**src/rtl/gener_check.sv**
```systemverilog
// gener_check: receive side of the rtt_probe generator, sitting in the user data path.
// Probe packets (fixed MACs, ethertype 0x0801, fixed body pattern) are recognised, checked,
// counted as good or bad and dropped. All other packets pass through unchanged and in order.
//
// Ports
//   clk, reset          clock; synchronous active-high reset
//   in_*                upstream pipeline (in_rdy = input fifo not nearly full)
//   out_*               downstream pipeline (out_wr only while out_rdy)
//   reg_*_in/reg_*_out  register ring; this block answers requests whose tag matches
//                       GENER_CHK_BLOCK_ADDR
//
// Register map (offset within the block)
//   0 good probe counter   1 bad probe counter   2 ctrl (bit0 = enable, read/write)
//   3 status               4 gap (cycles between the last two good probes)
module gener_check #(
  parameter int DATA_WIDTH               = 64,
  parameter int CTRL_WIDTH               = DATA_WIDTH / 8,
  parameter int UDP_REG_SRC_WIDTH        = 2,
  parameter int UDP_REG_ADDR_WIDTH       = 23,
  parameter int GENER_CHK_REG_ADDR_WIDTH = 4,
  parameter int GENER_CHK_BLOCK_ADDR     = 'h00101
) (
  input  logic                          clk,
  input  logic                          reset,
  input  logic [DATA_WIDTH-1:0]         in_data,
  input  logic [CTRL_WIDTH-1:0]         in_ctrl,
  input  logic                          in_wr,
  output logic                          in_rdy,
  output logic [DATA_WIDTH-1:0]         out_data,
  output logic [CTRL_WIDTH-1:0]         out_ctrl,
  output logic                          out_wr,
  input  logic                          out_rdy,
  input  logic                          reg_req_in,
  input  logic                          reg_ack_in,
  input  logic                          reg_rd_wr_L_in,
  input  logic [UDP_REG_ADDR_WIDTH-1:0] reg_addr_in,
  input  logic [31:0]                   reg_data_in,
  input  logic [UDP_REG_SRC_WIDTH-1:0]  reg_src_in,
  output logic                          reg_req_out,
  output logic                          reg_ack_out,
  output logic                          reg_rd_wr_L_out,
  output logic [UDP_REG_ADDR_WIDTH-1:0] reg_addr_out,
  output logic [31:0]                   reg_data_out,
  output logic [UDP_REG_SRC_WIDTH-1:0]  reg_src_out
);

  localparam logic [63:0] PROBE_WORD1 = 64'h0011_2233_4455_0011;
  localparam logic [47:0] PROBE_WORD2 = 48'h2233_4455_0801;
  localparam logic [63:0] PROBE_BODY  = 64'h0011_2233_4455_6677;
  localparam int          RAW         = GENER_CHK_REG_ADDR_WIDTH;
  localparam int          TAG_W       = UDP_REG_ADDR_WIDTH - RAW;
  localparam logic [TAG_W-1:0] BLOCK_TAG = TAG_W'(GENER_CHK_BLOCK_ADDR);

  // ---------------------------------------------------------------- input fifo
  // Four-entry fall-through fifo: the head word is visible while not empty.
  logic [DATA_WIDTH+CTRL_WIDTH-1:0] fifo_mem [0:3];
  logic [1:0] wr_ptr_q, wr_ptr_d, rd_ptr_q, rd_ptr_d;
  logic [2:0] fifo_cnt_q, fifo_cnt_d;
  logic       fifo_empty, fifo_push, rd_en;
  logic [DATA_WIDTH-1:0] head_data;
  logic [CTRL_WIDTH-1:0] head_ctrl;

  assign fifo_empty = (fifo_cnt_q == 3'd0);
  assign fifo_push  = in_wr && (fifo_cnt_q != 3'd4) && !reset;
  // Nearly full at three entries leaves room for a write already in flight.
  assign in_rdy     = !reset && (fifo_cnt_q < 3'd3);
  assign {head_ctrl, head_data} = fifo_mem[rd_ptr_q];

  always_comb begin
    wr_ptr_d   = wr_ptr_q + {1'b0, fifo_push};
    rd_ptr_d   = rd_ptr_q + {1'b0, rd_en};
    fifo_cnt_d = fifo_cnt_q + {2'b0, fifo_push} - {2'b0, rd_en};
  end

  always_ff @(posedge clk) begin
    if (fifo_push) fifo_mem[wr_ptr_q] <= {in_ctrl, in_data};
  end

  // ---------------------------------------------------------------- probe fsm
  // One-hot with an all-zero idle state so it fits the 4-bit status field.
  typedef enum logic [3:0] {
    S_WAIT_HDR = 4'b0000,
    S_HOLD     = 4'b0001,
    S_FLUSH    = 4'b0010,
    S_THRU     = 4'b0100,
    S_CHECK    = 4'b1000
  } state_t;

  state_t      state_q, state_d;
  logic [63:0] hold_data_q [0:3];
  logic [63:0] hold_data_d [0:3];
  logic [7:0]  hold_ctrl_q [0:3];
  logic [7:0]  hold_ctrl_d [0:3];
  logic [1:0]  hold_cnt_q, hold_cnt_d, flush_idx_q, flush_idx_d;
  logic        err_q, err_d, err_acc, word_match;
  logic [15:0] wcnt_q, wcnt_d, wcnt_inc, len_words;
  logic        wcnt_sat;
  logic        good_q, good_d, bad_q, bad_d;
  logic        enable;
  logic        fwd_wr;
  logic [DATA_WIDTH-1:0] fwd_data;
  logic [CTRL_WIDTH-1:0] fwd_ctrl;

  assign len_words = hold_data_q[0][47:32];
  assign wcnt_sat  = (wcnt_q == 16'hffff);
  assign wcnt_inc  = wcnt_sat ? wcnt_q : wcnt_q + 16'd1;

  always_comb begin
    state_d     = state_q;
    hold_cnt_d  = hold_cnt_q;
    flush_idx_d = flush_idx_q;
    err_d       = err_q;
    wcnt_d      = wcnt_q;
    good_d      = 1'b0;
    bad_d       = 1'b0;
    rd_en       = 1'b0;
    fwd_wr      = 1'b0;
    fwd_data    = head_data;
    fwd_ctrl    = head_ctrl;
    err_acc     = err_q;
    word_match  = 1'b0;
    for (int i = 0; i < 4; i++) begin
      hold_data_d[i] = hold_data_q[i];
      hold_ctrl_d[i] = hold_ctrl_q[i];
    end

    case (state_q)
      S_WAIT_HDR: begin
        if (!fifo_empty) begin
          if (enable) begin
            rd_en          = 1'b1;
            hold_data_d[0] = head_data;
            hold_ctrl_d[0] = head_ctrl;
            hold_cnt_d     = 2'd1;
            err_d          = 1'b0;
            wcnt_d         = 16'd0;
            state_d        = S_HOLD;
          end else if (out_rdy) begin
            rd_en   = 1'b1;
            fwd_wr  = 1'b1;
            state_d = S_THRU;
          end
        end
      end

      S_HOLD: begin
        if (!fifo_empty) begin
          rd_en                   = 1'b1;
          hold_data_d[hold_cnt_q] = head_data;
          hold_ctrl_d[hold_cnt_q] = head_ctrl;
          hold_cnt_d              = hold_cnt_q + 2'd1;
          if (hold_cnt_q == 2'd1)
            word_match = (head_ctrl == '0) && (head_data == PROBE_WORD1);
          else
            word_match = (head_ctrl == '0) && (head_data[63:16] == PROBE_WORD2);
          if (!word_match) begin
            flush_idx_d = 2'd0;
            state_d     = S_FLUSH;
          end else if (hold_cnt_q == 2'd2) begin
            // word1 and word2 are the first two counted data words
            wcnt_d  = 16'd2;
            state_d = S_CHECK;
          end
        end
      end

      S_FLUSH: begin
        fwd_data = hold_data_q[flush_idx_q];
        fwd_ctrl = hold_ctrl_q[flush_idx_q];
        if (out_rdy) begin
          fwd_wr = 1'b1;
          if (flush_idx_q == hold_cnt_q - 2'd1) begin
            // A held end word means the packet is already complete.
            state_d    = (hold_ctrl_q[flush_idx_q] != '0) ? S_WAIT_HDR : S_THRU;
            hold_cnt_d = 2'd0;
          end else begin
            flush_idx_d = flush_idx_q + 2'd1;
          end
        end
      end

      S_THRU: begin
        if (!fifo_empty && out_rdy) begin
          rd_en  = 1'b1;
          fwd_wr = 1'b1;
          if (head_ctrl != '0) state_d = S_WAIT_HDR;
        end
      end

      S_CHECK: begin
        if (!fifo_empty) begin
          rd_en   = 1'b1;
          wcnt_d  = wcnt_inc;
          err_acc = err_q | wcnt_sat;
          if (head_ctrl != '0) begin
            if ((head_ctrl != 8'hff) || (head_data != 64'h0)) err_acc = 1'b1;
            if ({1'b0, wcnt_inc} != ({1'b0, len_words} + 17'd1)) err_acc = 1'b1;
            good_d     = !err_acc;
            bad_d      = err_acc;
            err_d      = 1'b0;
            wcnt_d     = 16'd0;
            hold_cnt_d = 2'd0;
            state_d    = S_WAIT_HDR;
          end else begin
            if (head_data != PROBE_BODY) err_acc = 1'b1;
            err_d = err_acc;
          end
        end
      end

      default: state_d = S_WAIT_HDR;
    endcase
  end

  // Forwarded words leave in the same cycle they are popped or replayed.
  assign out_wr   = fwd_wr && !reset;
  assign out_data = reset ? '0 : fwd_data;
  assign out_ctrl = reset ? '0 : fwd_ctrl;

  // Hold registers carry data only; their validity is tracked by hold_cnt.
  always_ff @(posedge clk) begin
    for (int i = 0; i < 4; i++) begin
      hold_data_q[i] <= hold_data_d[i];
      hold_ctrl_q[i] <= hold_ctrl_d[i];
    end
  end

  // ---------------------------------------------------------------- counters
  logic [31:0] good_cnt_q, good_cnt_d, bad_cnt_q, bad_cnt_d;
  logic [31:0] gap_cnt_q, gap_cnt_d, gap_q, gap_d;
  logic [31:0] ctrl_q, ctrl_d, status;

  assign enable = ctrl_q[0];
  assign status = {16'h0, len_words[7:0], hold_cnt_q, fifo_empty, out_rdy, state_q};

  always_comb begin
    good_cnt_d = good_cnt_q + {31'b0, good_q};
    bad_cnt_d  = bad_cnt_q + {31'b0, bad_q};
    // gap counter restarts at 1 so the next good probe reports the exact cycle distance
    if (good_q) begin
      gap_cnt_d = 32'd1;
      gap_d     = gap_cnt_q;
    end else begin
      gap_cnt_d = (gap_cnt_q == 32'hffff_ffff) ? gap_cnt_q : gap_cnt_q + 32'd1;
      gap_d     = gap_q;
    end
  end

  // ---------------------------------------------------------------- register ring
  logic                          reg_req_q, reg_req_d, reg_ack_q, reg_ack_d;
  logic                          reg_rd_wr_L_q, reg_rd_wr_L_d;
  logic [UDP_REG_ADDR_WIDTH-1:0] reg_addr_q, reg_addr_d;
  logic [31:0]                   reg_data_q, reg_data_d, reg_rdata;
  logic [UDP_REG_SRC_WIDTH-1:0]  reg_src_q, reg_src_d;
  logic [RAW-1:0]                reg_offset;
  logic                          tag_hit;

  assign reg_offset = reg_addr_in[RAW-1:0];
  assign tag_hit    = (reg_addr_in[UDP_REG_ADDR_WIDTH-1:RAW] == BLOCK_TAG);

  always_comb begin
    if      (reg_offset == RAW'(0)) reg_rdata = good_cnt_q;
    else if (reg_offset == RAW'(1)) reg_rdata = bad_cnt_q;
    else if (reg_offset == RAW'(2)) reg_rdata = ctrl_q;
    else if (reg_offset == RAW'(3)) reg_rdata = status;
    else if (reg_offset == RAW'(4)) reg_rdata = gap_q;
    else                            reg_rdata = 32'hdead_beef;
  end

  always_comb begin
    reg_req_d     = reg_req_in;
    reg_ack_d     = reg_ack_in;
    reg_rd_wr_L_d = reg_rd_wr_L_in;
    reg_addr_d    = reg_addr_in;
    reg_data_d    = reg_data_in;
    reg_src_d     = reg_src_in;
    ctrl_d        = ctrl_q;
    if (reg_req_in && !reg_ack_in && tag_hit) begin
      reg_ack_d = 1'b1;
      if (reg_rd_wr_L_in)               reg_data_d = reg_rdata;
      else if (reg_offset == RAW'(2))   ctrl_d     = reg_data_in;
    end
  end

  assign reg_req_out     = reg_req_q;
  assign reg_ack_out     = reg_ack_q;
  assign reg_rd_wr_L_out = reg_rd_wr_L_q;
  assign reg_addr_out    = reg_addr_q;
  assign reg_data_out    = reg_data_q;
  assign reg_src_out     = reg_src_q;

  // ---------------------------------------------------------------- state flops
  always_ff @(posedge clk) begin
    if (reset) begin
      wr_ptr_q      <= '0;
      rd_ptr_q      <= '0;
      fifo_cnt_q    <= '0;
      state_q       <= S_WAIT_HDR;
      hold_cnt_q    <= '0;
      flush_idx_q   <= '0;
      err_q         <= 1'b0;
      wcnt_q        <= '0;
      good_q        <= 1'b0;
      bad_q         <= 1'b0;
      good_cnt_q    <= '0;
      bad_cnt_q     <= '0;
      gap_cnt_q     <= '0;
      gap_q         <= '0;
      ctrl_q        <= '0;
      reg_req_q     <= 1'b0;
      reg_ack_q     <= 1'b0;
      reg_rd_wr_L_q <= 1'b0;
      reg_addr_q    <= '0;
      reg_data_q    <= '0;
      reg_src_q     <= '0;
    end else begin
      wr_ptr_q      <= wr_ptr_d;
      rd_ptr_q      <= rd_ptr_d;
      fifo_cnt_q    <= fifo_cnt_d;
      state_q       <= state_d;
      hold_cnt_q    <= hold_cnt_d;
      flush_idx_q   <= flush_idx_d;
      err_q         <= err_d;
      wcnt_q        <= wcnt_d;
      good_q        <= good_d;
      bad_q         <= bad_d;
      good_cnt_q    <= good_cnt_d;
      bad_cnt_q     <= bad_cnt_d;
      gap_cnt_q     <= gap_cnt_d;
      gap_q         <= gap_d;
      ctrl_q        <= ctrl_d;
      reg_req_q     <= reg_req_d;
      reg_ack_q     <= reg_ack_d;
      reg_rd_wr_L_q <= reg_rd_wr_L_d;
      reg_addr_q    <= reg_addr_d;
      reg_data_q    <= reg_data_d;
      reg_src_q     <= reg_src_d;
    end
  end

endmodule
```
**config.mk**
```make
export PLATFORM = sky130hd
export DESIGN_NAME = gener_check
export DESIGN_NICKNAME = d
export VERILOG_FILES = /design/src/rtl/gener_check.sv
export SDC_FILE = /design/constraint.sdc
export NUM_CORES = 1
export LEC_CHECK = 0
export BUFFER_PORTS_ARGS = -buffer_cell sky130_fd_sc_hd__clkbuf_2
export CELL_PAD_IN_SITES_DETAIL_PLACEMENT = 1
export CELL_PAD_IN_SITES_GLOBAL_PLACEMENT = 2
export CORE_MARGIN = 2
export CORE_UTILIZATION = 42
export CTS_CLUSTER_SIZE = 24
export DETAILED_ROUTE_END_ITERATION = 8
export PLACE_DENSITY = 0.76
export SLEW_MARGIN = 20
export SYNTH_ARGS = -nofsm -noshare
export SYNTH_HDL_FRONTEND = slang
export SYNTH_SLANG_ARGS = --single-unit
```
**constraint.sdc**
```tcl
create_clock -name clk -period 8.8 [get_ports clk]
set_clock_uncertainty 0.1 [all_clocks]
set_input_delay 1.32 -clock clk [delete_from_list [all_inputs] [get_ports clk]]
set_output_delay 1.32 -clock clk [all_outputs]
set_load 0.01 [all_outputs]
```
==> results.ini <==
[cts]
clk_latency_ps=650
cts-root-buf=clkbuf_16
cts_sinks=832
numCtsBuffers=90
cts.hold.buffers_added=0
path_clk_slew_ps=60
postCtsSetupBuffers=0
cts_tree=yes
cts.htree.levels=3
cts_max_path_buffers=3
cts_resized=0

[power_and_ir_drop]
power.share.switching_pct=26.5
internal-power_mw=7.28
leakage_nw=13.4
power.share.clock_pct=38.4
comb_power_share_pct=14.9
power_density_nw_per_um2=247
ir_worst_vdd_uv=171
p_sw_mw=2.62
pwr-share-seq_pct=46.7

[timing]
finalMaxSlewViolations=0
worstMarginPinSlew_ps=1200
finalHoldViolCount=0
setup_viol_count_final=0
fin_crit_ps=5060
rsz0062_at_grt=false
period_share_pct=57.5
fmax_ghz=0.198
fin_setup_tns_ps=0
hold_slack_ps=359
relSlewSlack_pct=19.3

[setup_path]
cp_max_fo=41
worstPathRequired_ps=9240
crit_type=flop to flop
reg2reg_depth=8
endpoint=wcnt_q[10]$_SDFFE_PP0P_
end_kind=flop
reg2reg_from=rd_ptr_q[0]$_SDFF_PP0_
timing.critical_path.from=rd_ptr_q[0]$_SDFF_PP0_
r2r_end=wcnt_q[10]$_SDFFE_PP0P_
rrSetupSlack_ps=3740
arrival_ps=5500
crit_path_start_kind=flop

[routing]
wl_per_cell_um=25.7
num_vias=22773
first_pass_iters=5
vias_per_cell=5.71
drt_iter0_drc=1573
wirelength_mm=102
drc=0
drt.antenna.violating_nets=0

[flow_run]
maxCapViolCount=0

[run_status]
status=completed

[global_route]
first_global_vias=24541
grt_pass1_wl_mm=155
grt_max_degree=106
grt_overflow=0
grt_antenna_before_repair=4
grt.total_usage_pct=24.1

[synth]
synth_commonest_cells=edfxtp_1 (576), nand2_1 (295), dfxtp_1 (256)
yosys.area.top_type_share_pct=49.8
syn_avg_cell_area_um2=13.4
async_reset_ff_share_pct=0
yosysWarnings=0
synth_cell_types=76
synth_area_leaders=edfxtp_1 (50%), dfxtp_1 (15%), mux4_2 (9.1%)
synth_fp_nets=2743
synth_ff_type=edfxtp_1
ys_ff_latch=832
yosysSeqAreaShare_pct=64.6
synth_edf_count=576
synthCells=2590
netlist_area_um2=34700
synth_top_area_cell=edfxtp_1
synth.most_common_cell=edfxtp_1

[final_layout]
fillers=8300
layout.nets=2996
drive_above_1_share_pct=21.4
syn2layout_area_growth_pct=15.6

[placement]
place.gp.congestion=0.820
io_buffers=269
hpwl_mm=66.9

[floorplanning]
num_rows=105
die_w_um=292
initial_utilization_pct=42.4
core_um2=82000
die_h_um=292
pin_count=270
die_area_um2=85000

[min_path]
worstHoldPathType=flop to flop

==> stage by stage <==
stage	total power, mW	std cells	utilization, %	worst slack [ps]	cell area (µm²)
after floorplan	5.63	2590	-	1170	34700
after global placement	6.13	3821	45.3	3710	37200
after detailed placement	6.19	3821	45.4	3680	37200
after CTS	9.99	3985	48.9	3660	40100
after global routing	10.3	3985	48.9	3320	40100
final	9.90	3987	48.9	3740	40100
==> cell families after synthesis <==
group | after synthesis | synth area share [%]
XOR/XNOR | 110 | 2.77
buffers and inverters | 174 | 2.09
multiplexers | 211 | 11.3
AO/OA/AOI/OAI | 342 | 5.91
AND/OR/NAND/NOR | 904 | 12.7
adder cells (fa/ha/maj) | 17 | 0.634
flip-flops | 832 | 64.6
==> layer usage <==
layer / share of wire [%] / global-route usage [%] / vias up / wire (µm)
met5: 0.026 / 0 / - / 27
met2: 52 / 43.5 / 623 / 53600
li1: - / - / 10205 / -
met1: 40 / 29.5 / 11782 / 41000
met4: 2.6 / 7.64 / 4 / 2690
met3: 5.0 / 3.53 / 159 / 5100
==> area by class of cell <==
type                    instances  area (µm²)  share of cell area [%]
clock buffers                 117        2440                    6.09
inverters                      31         116                   0.290
diodes                          2        5.00                  0.0125
flip-flops and latches        832       22400                    55.9
clock inverters                47         490                    1.22
repair buffers                304        1620                    4.04
multi-input cells            1584       11700                    29.1
well taps                    1070        1340                    3.34
==> power by group through the flow <==
stage	clock (mW)	combinational, mW	sequential [mW]
3_5_place_dp	0	1.48	4.71
5_1_grt	4.02	1.59	4.64
6_report	3.80	1.47	4.62
4_1_cts	3.87	1.49	4.63
3_3_place_gp	0	1.43	4.70
2_1_floorplan	0	0.982	4.65
==> state kept, by name (all words and copies together), names as in the netlist, 2 cells and up, named ones only <==
register,cells
fifo_mem,288
hold_data_q,256
bad_cnt_q,32
ctrl_q,32
gap_cnt_q,32
gap_q,32
good_cnt_q,32
hold_ctrl_q,32
reg_data_out,32
reg_addr_out,23
wcnt_q,16
state_q,4
fifo_cnt_q,3
flush_idx_q,2
hold_cnt_q,2
rd_ptr_q,2
reg_src_out,2
wr_ptr_q,2
==> worst min path at each step <==
stage | start | endpoint | slack (ps) | depth (start not counted)
after floorplan | ctrl_q[5]$_SDFFE_PP0P_ | ctrl_q[5]$_SDFFE_PP0P_ | 330 | 2
after global placement | ctrl_q[28]$_SDFFE_PP0P_ | ctrl_q[28]$_SDFFE_PP0P_ | 340 | 2
after detailed placement | ctrl_q[22]$_SDFFE_PP0P_ | ctrl_q[22]$_SDFFE_PP0P_ | 350 | 2
after CTS | ctrl_q[21]$_SDFFE_PP0P_ | ctrl_q[21]$_SDFFE_PP0P_ | 360 | 2
after global routing | ctrl_q[21]$_SDFFE_PP0P_ | ctrl_q[21]$_SDFFE_PP0P_ | 380 | 2
final | ctrl_q[30]$_SDFFE_PP0P_ | ctrl_q[30]$_SDFFE_PP0P_ | 360 | 2
==> critical path, cell delays in order (launching register included) <==
cell	delay, ps
dfxtp_4	800
buf_4	790
mux4_1	760
or4_1	560
nor4_1	540
nand4bb_1	390
a21oi_2	570
o21ai_1	140
a221oi_2	250
==> cells in the final DEF (no fill, tap or decap), types with 35 or more instances in the layout <==
cell / count
nor2b_1: 37
nor3_1: 54
nor2_1: 200
mux4_2: 141
o21ai_0: 44
nand2_1: 294
clkbuf_2: 268
edfxtp_1: 576
and2_1: 78
a21oi_1: 191
dfxtp_1: 251
nand4_1: 37
xnor2_1: 63
xor2_1: 47
buf_4: 35
mux2i_1: 60
clkbuf_16: 91
nand3_1: 55
No activity file was read; power rests on OpenSTA's default activity.
